## src/rtl/sample_capture.sv

```systemverilog
// Triggered logic-analyser capture buffer: circular pre-trigger history, a
// post-trigger sample budget and registered readout ordered oldest-first.
module sample_capture #(
    parameter int DATA_WIDTH = 8,
    parameter int DEPTH      = 256,
    localparam int AW        = $clog2(DEPTH)
) (
    input  logic                  clk,
    input  logic                  rst,
    input  logic                  ce,
    input  logic [DATA_WIDTH-1:0] din,
    input  logic                  arm,
    input  logic                  abort,
    input  logic [DATA_WIDTH-1:0] trig_mask,
    input  logic [DATA_WIDTH-1:0] trig_value,
    input  logic [AW:0]           post_count,
    input  logic                  rd_en,
    input  logic [AW-1:0]         rd_idx,
    output logic [DATA_WIDTH-1:0] rd_data,
    output logic                  rd_valid,
    output logic                  busy,
    output logic                  triggered,
    output logic                  done,
    output logic [AW:0]           sample_count,
    output logic [AW-1:0]         trig_pos
);

    typedef enum logic [1:0] {
        S_IDLE,
        S_ARMED,
        S_TRIGGERED,
        S_DONE
    } state_t;

    localparam logic [AW:0] FULL_COUNT = (AW+1)'(DEPTH);
    localparam logic [AW:0] MAX_POST   = (AW+1)'(DEPTH - 1);

    logic [DATA_WIDTH-1:0] r_mem [DEPTH];

    state_t                r_state;
    state_t                w_state_next;
    logic [AW-1:0]         r_wr_ptr;
    logic [AW:0]           r_sample_count;
    logic [AW-1:0]         r_trig_pos;
    logic [AW:0]           r_post;
    logic [AW:0]           r_remaining;
    logic [DATA_WIDTH-1:0] r_mask;
    logic [DATA_WIDTH-1:0] r_value;
    logic [DATA_WIDTH-1:0] r_rd_data;
    logic                  r_rd_valid;

    logic                  w_active;
    logic                  w_write;
    logic                  w_hit;
    logic                  w_last;
    logic                  w_arm_go;
    logic                  w_full;
    logic                  w_rd_go;
    logic [AW:0]           w_post_clamped;
    logic [AW-1:0]         w_oldest;
    logic [AW-1:0]         w_rd_addr;
    logic [DATA_WIDTH-1:0] w_bit_match;

    // A masked-out bit always matches; a masked-in bit must equal its level.
    generate
        for (genvar gi = 0; gi < DATA_WIDTH; gi++) begin : g_match
            assign w_bit_match[gi] = ~r_mask[gi] | (din[gi] == r_value[gi]);
        end
    endgenerate

    assign w_active       = (r_state == S_ARMED) || (r_state == S_TRIGGERED);
    assign w_write        = ce && w_active && !abort && !rst;
    assign w_hit          = w_write && (r_state == S_ARMED) && (&w_bit_match);
    assign w_last         = w_write && (r_state == S_TRIGGERED) && (r_remaining == (AW+1)'(1));
    assign w_arm_go       = arm && !abort && ((r_state == S_IDLE) || (r_state == S_DONE));
    assign w_full         = (r_sample_count == FULL_COUNT);
    assign w_rd_go        = rd_en && (r_state == S_DONE);
    assign w_post_clamped = (post_count > MAX_POST) ? MAX_POST : post_count;
    assign w_oldest       = r_wr_ptr - r_sample_count[AW-1:0];
    assign w_rd_addr      = w_oldest + rd_idx;

    always_comb begin
        w_state_next = r_state;
        if (abort) begin
            w_state_next = S_IDLE;
        end else begin
            case (r_state)
                S_IDLE, S_DONE: if (arm) w_state_next = S_ARMED;
                S_ARMED:        if (w_hit) w_state_next = (r_post == '0) ? S_DONE : S_TRIGGERED;
                S_TRIGGERED:    if (w_last) w_state_next = S_DONE;
                default:        w_state_next = S_IDLE;
            endcase
        end
    end

    always_ff @(posedge clk) begin
        if (rst) begin
            r_state        <= S_IDLE;
            r_wr_ptr       <= '0;
            r_sample_count <= '0;
            r_trig_pos     <= '0;
            r_post         <= '0;
            r_remaining    <= '0;
            r_mask         <= '0;
            r_value        <= '0;
            r_rd_data      <= '0;
            r_rd_valid     <= 1'b0;
        end else begin
            r_state <= w_state_next;
            if (w_arm_go) begin
                r_wr_ptr       <= '0;
                r_sample_count <= '0;
                r_post         <= w_post_clamped;
                r_mask         <= trig_mask;
                r_value        <= trig_value;
            end
            if (w_write) begin
                r_wr_ptr <= r_wr_ptr + AW'(1);
                if (!w_full) r_sample_count <= r_sample_count + (AW+1)'(1);
            end
            // Trigger index tracks the trigger sample as the oldest entries are overwritten.
            if (w_hit) begin
                r_remaining <= r_post;
                r_trig_pos  <= w_full ? AW'(DEPTH - 1) : r_sample_count[AW-1:0];
            end else if (w_write && (r_state == S_TRIGGERED)) begin
                r_remaining <= r_remaining - (AW+1)'(1);
                if (w_full) r_trig_pos <= r_trig_pos - AW'(1);
            end
            r_rd_valid <= w_rd_go;
            if (w_rd_go) r_rd_data <= r_mem[w_rd_addr];
        end
    end

    always_ff @(posedge clk) begin
        if (w_write) r_mem[r_wr_ptr] <= din;
    end

    assign rd_data      = r_rd_data;
    assign rd_valid     = r_rd_valid;
    assign busy         = w_active;
    assign triggered    = (r_state == S_TRIGGERED) || (r_state == S_DONE);
    assign done         = (r_state == S_DONE);
    assign sample_count = r_sample_count;
    assign trig_pos     = r_trig_pos;

endmodule

```

## config.mk

```make
export PLATFORM = sky130hd
export DESIGN_NAME = sample_capture
export DESIGN_NICKNAME = d
export VERILOG_FILES = /design/src/rtl/sample_capture.sv
export SDC_FILE = /design/constraint.sdc
export NUM_CORES = 2
export LEC_CHECK = 0
export BUFFER_PORTS_ARGS = -buffer_cell sky130_fd_sc_hd__buf_2
export CORE_MARGIN = 4
export CORE_UTILIZATION = 50
export DETAILED_ROUTE_END_ITERATION = 8
export PLACE_DENSITY_LB_ADDON = 0.05
export SETUP_SLACK_MARGIN = 0.02
export SYNTH_ARGS = -nofsm -noshare
export SYNTH_HDL_FRONTEND = slang
export SYNTH_SLANG_ARGS = --single-unit
export TNS_END_PERCENT = 10
```

## constraint.sdc

```tcl
create_clock -name clk -period 5.04 [get_ports clk]
set_input_delay 0.504 -clock clk [delete_from_list [all_inputs] [get_ports clk]]
set_output_delay 0.504 -clock clk [all_outputs]
set_load 0.02 [all_outputs]
```

==> run_results.csv <==
group,metric,value,unit
floorplanning,die_height,417,um
sta,maxSlewHeadroom,17.0,%
synthesis,yosys.area_share.simple,5.14,%
hold_path,min_path_type,"in2reg",
clocking,clkSlewWorstSetupHoldPaths,60,ps
floorplanning,io_pins,76,
synthesis,synth_edf_count,2048,
critical_path,critPathKind,"reg2reg",
synthesis,synth.avg_cell_area,19.4,um2
synthesis,yosys-mux-area-fraction,14.9,%
cells_and_area,utilization,57.2,%
clocking,ctsRootBufferMaster,"clkbuf_16",
clocking,clkLatencyLatePin,840,ps
sta,fin_crit,4810,ps
cells_and_area,syn_to_final_growth,13.3,%
clocking,numCtsBuffers,213,
routing,routed_wl,217000,um
global_routing,grt_usage,25.2,%
routing,first_pass_iters,6,
synthesis,ys_async_sr_fraction,0,%
critical_path,worstSetupStartpoint,"r_wr_ptr[0]",
routing,first_iter_violations,4573,
synthesis,synth_cells,4305,
sta,fin_crit_sh,95.5,%
sta,fmax,208,MHz
global_routing,grt_overflow,0,
global_routing,grt_pass1_vias,43000,
global_routing,grt_max_degree,201,
critical_path,crit_fanout,31,
cells_and_area,nets,4645,
synthesis,yosysWarnings,0,
power_and_ir_drop,power.density,406,nW/um2
synthesis,seq_area_frac_synth,75.2,%
sta,worst_pin_slew,1230,ps
critical_path,cp.required,5830,ps
floorplanning,start_util,50.5,%
place,gp_congestion,0.843,
synthesis,synth_top_family_by_area,"multiplexers",
routing,antenna_left,0,
cells_and_area,drive_gt1_share,23.7,%
critical_path,worstSetupEndpointType,"flip-flop",
routing,vias,42300,
global_routing,antenna_found_initial,4,
sta,setup_viol,0,
critical_path,startpoint_type,"flip-flop",
critical_path,timing.critical_path.cells,"inv_1 -> ha_1 -> inv_1 -> ha_4 -> inv_1 -> fa_4 -> buf_12 -> buf_12 -> buf_4 -> mux4_2 -> nand2_1 -> and3_1 -> a31oi_1 -> o221ai_1 -> a2111oi_0 -> buf_4 -> a2111o_1",
critical_path,max_stage_delay,970,ps
synthesis,synth_cell_types,67,
outcome,status,"finished clean",
routing,remaining_drc_errors,0,
sta,setup_tns,0,ps
floorplanning,core-area,166000,um2
critical_path,crit_arrival,5600,ps
critical_path,cp_common_cell,"inv_1",
sta,hold_viol_final,0,
sta,rsz0062_at_grt,"no",
synthesis,synthXorXnorAreaFrac,0.386,%
synthesis,synth.most_common_cell,"edfxtp_1",
synthesis,synth_top_area_share,73.5,%
synthesis,synthTopCellsByArea,"edfxtp_1 (74%), mux4_2 (14%), nand2_1 (1.9%), dfxtp_1 (1.7%), nor2_1 (1.4%)",
cells_and_area,nFillCells,12500,
place,dp_hpwl,132000,um
place,portBuffers,75,
clocking,cts_tree,"yes",
synthesis,synth_compound_area_share,2.11,%
routing,vias_per_cell,6.10,
global_routing,grt_pass1_wl,313000,um
job,maxCapViolCount,0,
clocking,clock-sinks,2118,
sta,skew,24.5,ps
synthesis,synthesis.area,83600,um2
critical_path,crit_slowest_cell,"fa_4",
power_and_ir_drop,ir_worst_vdd,0.000400,V
synthesis,synth_ff_type,"edfxtp_1",
sta,final_max_slew_viol_count,0,
clocking,postCtsSetupBuffers,0,
synthesis,yosys.area.top_type,"edfxtp_1",
floorplanning,rows,149,
synthesis,postSynthNetCount,4379,
clocking,h-tree-depth,4,
clocking,clock_path_buffers,3,
hold_path,min_from,"din[6]",
routing,routedWlPerCell,31.3,um
power_and_ir_drop,total_leakage_power,0.0301,uW
critical_path,timing.rr.start,"r_wr_ptr[0]",
floorplanning,die_w,417,um
synthesis,synthAdderAreaFrac,0.467,%
floorplanning,dieArea,174000,um2
synthesis,yosys-top-cells-count,"edfxtp_1 (2048), mux4_2 (532), nand2_1 (432), nor2_1 (306), nand3_1 (113)",
synthesis,ys_ff_latch,2118,
-- repair_timing --
item / 4_1_cts / 5_1_grt
hold buffers: 36 / 0
endpoints found under the hold margin: 54 / 0
gates resized for setup: 0 / 0
-- through the flow --
step / area, um2 / power (uW) / hold slack, ps / std cells / setup slack [ps]
finish: 94700 / 38400 / 81.7 / 6936 / 227
global route: 94700 / 39700 / 63.8 / 6931 / 95.0
CTS: 94700 / 38700 / 4.26 / 6931 / 173
detailed placement: 87700 / 23600 / 447 / 6509 / 206
global placement: 87700 / 23500 / 443 / 6509 / 217
floorplan: 83600 / 21800 / 436 / 4305 / 1360
-- final timing paths --
check / to / slack (ps) / cells past startpoint
hold / removal: r_mem[100][6] / 80 / 1
hold reg to reg: r_mask[0] / 460 / 2
setup / recovery: rd_data[2] / 230 / 17
setup reg to reg: rd_data[2] / 230 / 17
-- layer usage --
layer | share of wire, % | track usage (%)
met2 | 49 | 40.3
met4 | 2.6 | 6.94
met3 | 6.9 | 4.49
met5 | 0 | 0
met1 | 42 | 36.3
-- cells in the final DEF (no fill, tap or decap), types with 8 or more instances in the layout --
master / count
clkinv_2: 23
and3_1: 46
o22ai_1: 15
nor3_1: 44
buf_2: 67
dfxtp_1: 70
xnor2_1: 13
buf_4: 156
clkinv_1: 57
edfxtp_1: 2048
ha_1: 19
nand2_1: 415
a221oi_1: 26
clkbuf_16: 215
a311oi_1: 28
nand2_2: 16
nand3_1: 113
a211oi_1: 39
or3_1: 10
nor2_1: 305
dlygate4sd3_1: 36
xor2_1: 19
a31oi_1: 44
nand4_1: 9
and2_1: 19
mux4_2: 532
inv_1: 37
bufinv_16: 14
mux2i_1: 38
a21oi_1: 40
buf_12: 44
clkbuf_1: 53
clkinv_8: 8
buf_8: 8
-- cells by family (layout without fill, tap and decap cells) --
group	Yosys count	in the layout
buffers and inverters	297	734
AND/OR/NAND/NOR	1010	1010
other	0	5
flip-flops	2118	2118
adder cells (fa/ha/maj)	27	27
XOR/XNOR	36	36
AO/OA/AOI/OAI	241	241
multiplexers	576	576
-- worst max-delay path, delay by kind of cell, from the launching register on --
kind,cells,cell delay [ps]
buffers and inverters,7,1150
DFF,1,470
adders and majority gates,3,1390
AOI/OAI and AO/OA,4,1300
muxes,1,170
and+or+nand+nor,2,220
-- final cells by class --
cell class              instances  area (um2)  share of cell area [%]
multi-input cells            1890       19400                    20.5
flip-flops and latches       2118       62900                    66.4
well taps                    2189        2740                    2.89
clock buffers                 274        5660                    5.98
inverters                      37         139                   0.147
repair buffers                311        2870                    3.03
diodes                          5        12.5                  0.0132
clock inverters               112        1020                    1.07
-- state kept, by name, indices dropped and copies added (netlist names) --
| register | count |
|---|---|
| trig_pos | 8 |
| r_mask | 8 |
| r_remaining | 9 |
| r_value | 8 |
| r_wr_ptr | 8 |
| r_state | 2 |
| rd_valid | 1 |
| rd_data | 8 |
| r_mem | 2048 |
| sample_count | 9 |
| r_post | 9 |
-- report_power, final --
part / internal [uW] / total (uW) / leakage, uW / switching (uW)
sequential: 19300 / 19300 / 0.0190 / 11.7
clock: 8620 / 15200 / 0.00323 / 6620
combinational: 1460 / 3870 / 0.00791 / 2420
total: 29400 / 38400 / 0.0301 / 9050
No activity file was read; power rests on OpenSTA's default activity.
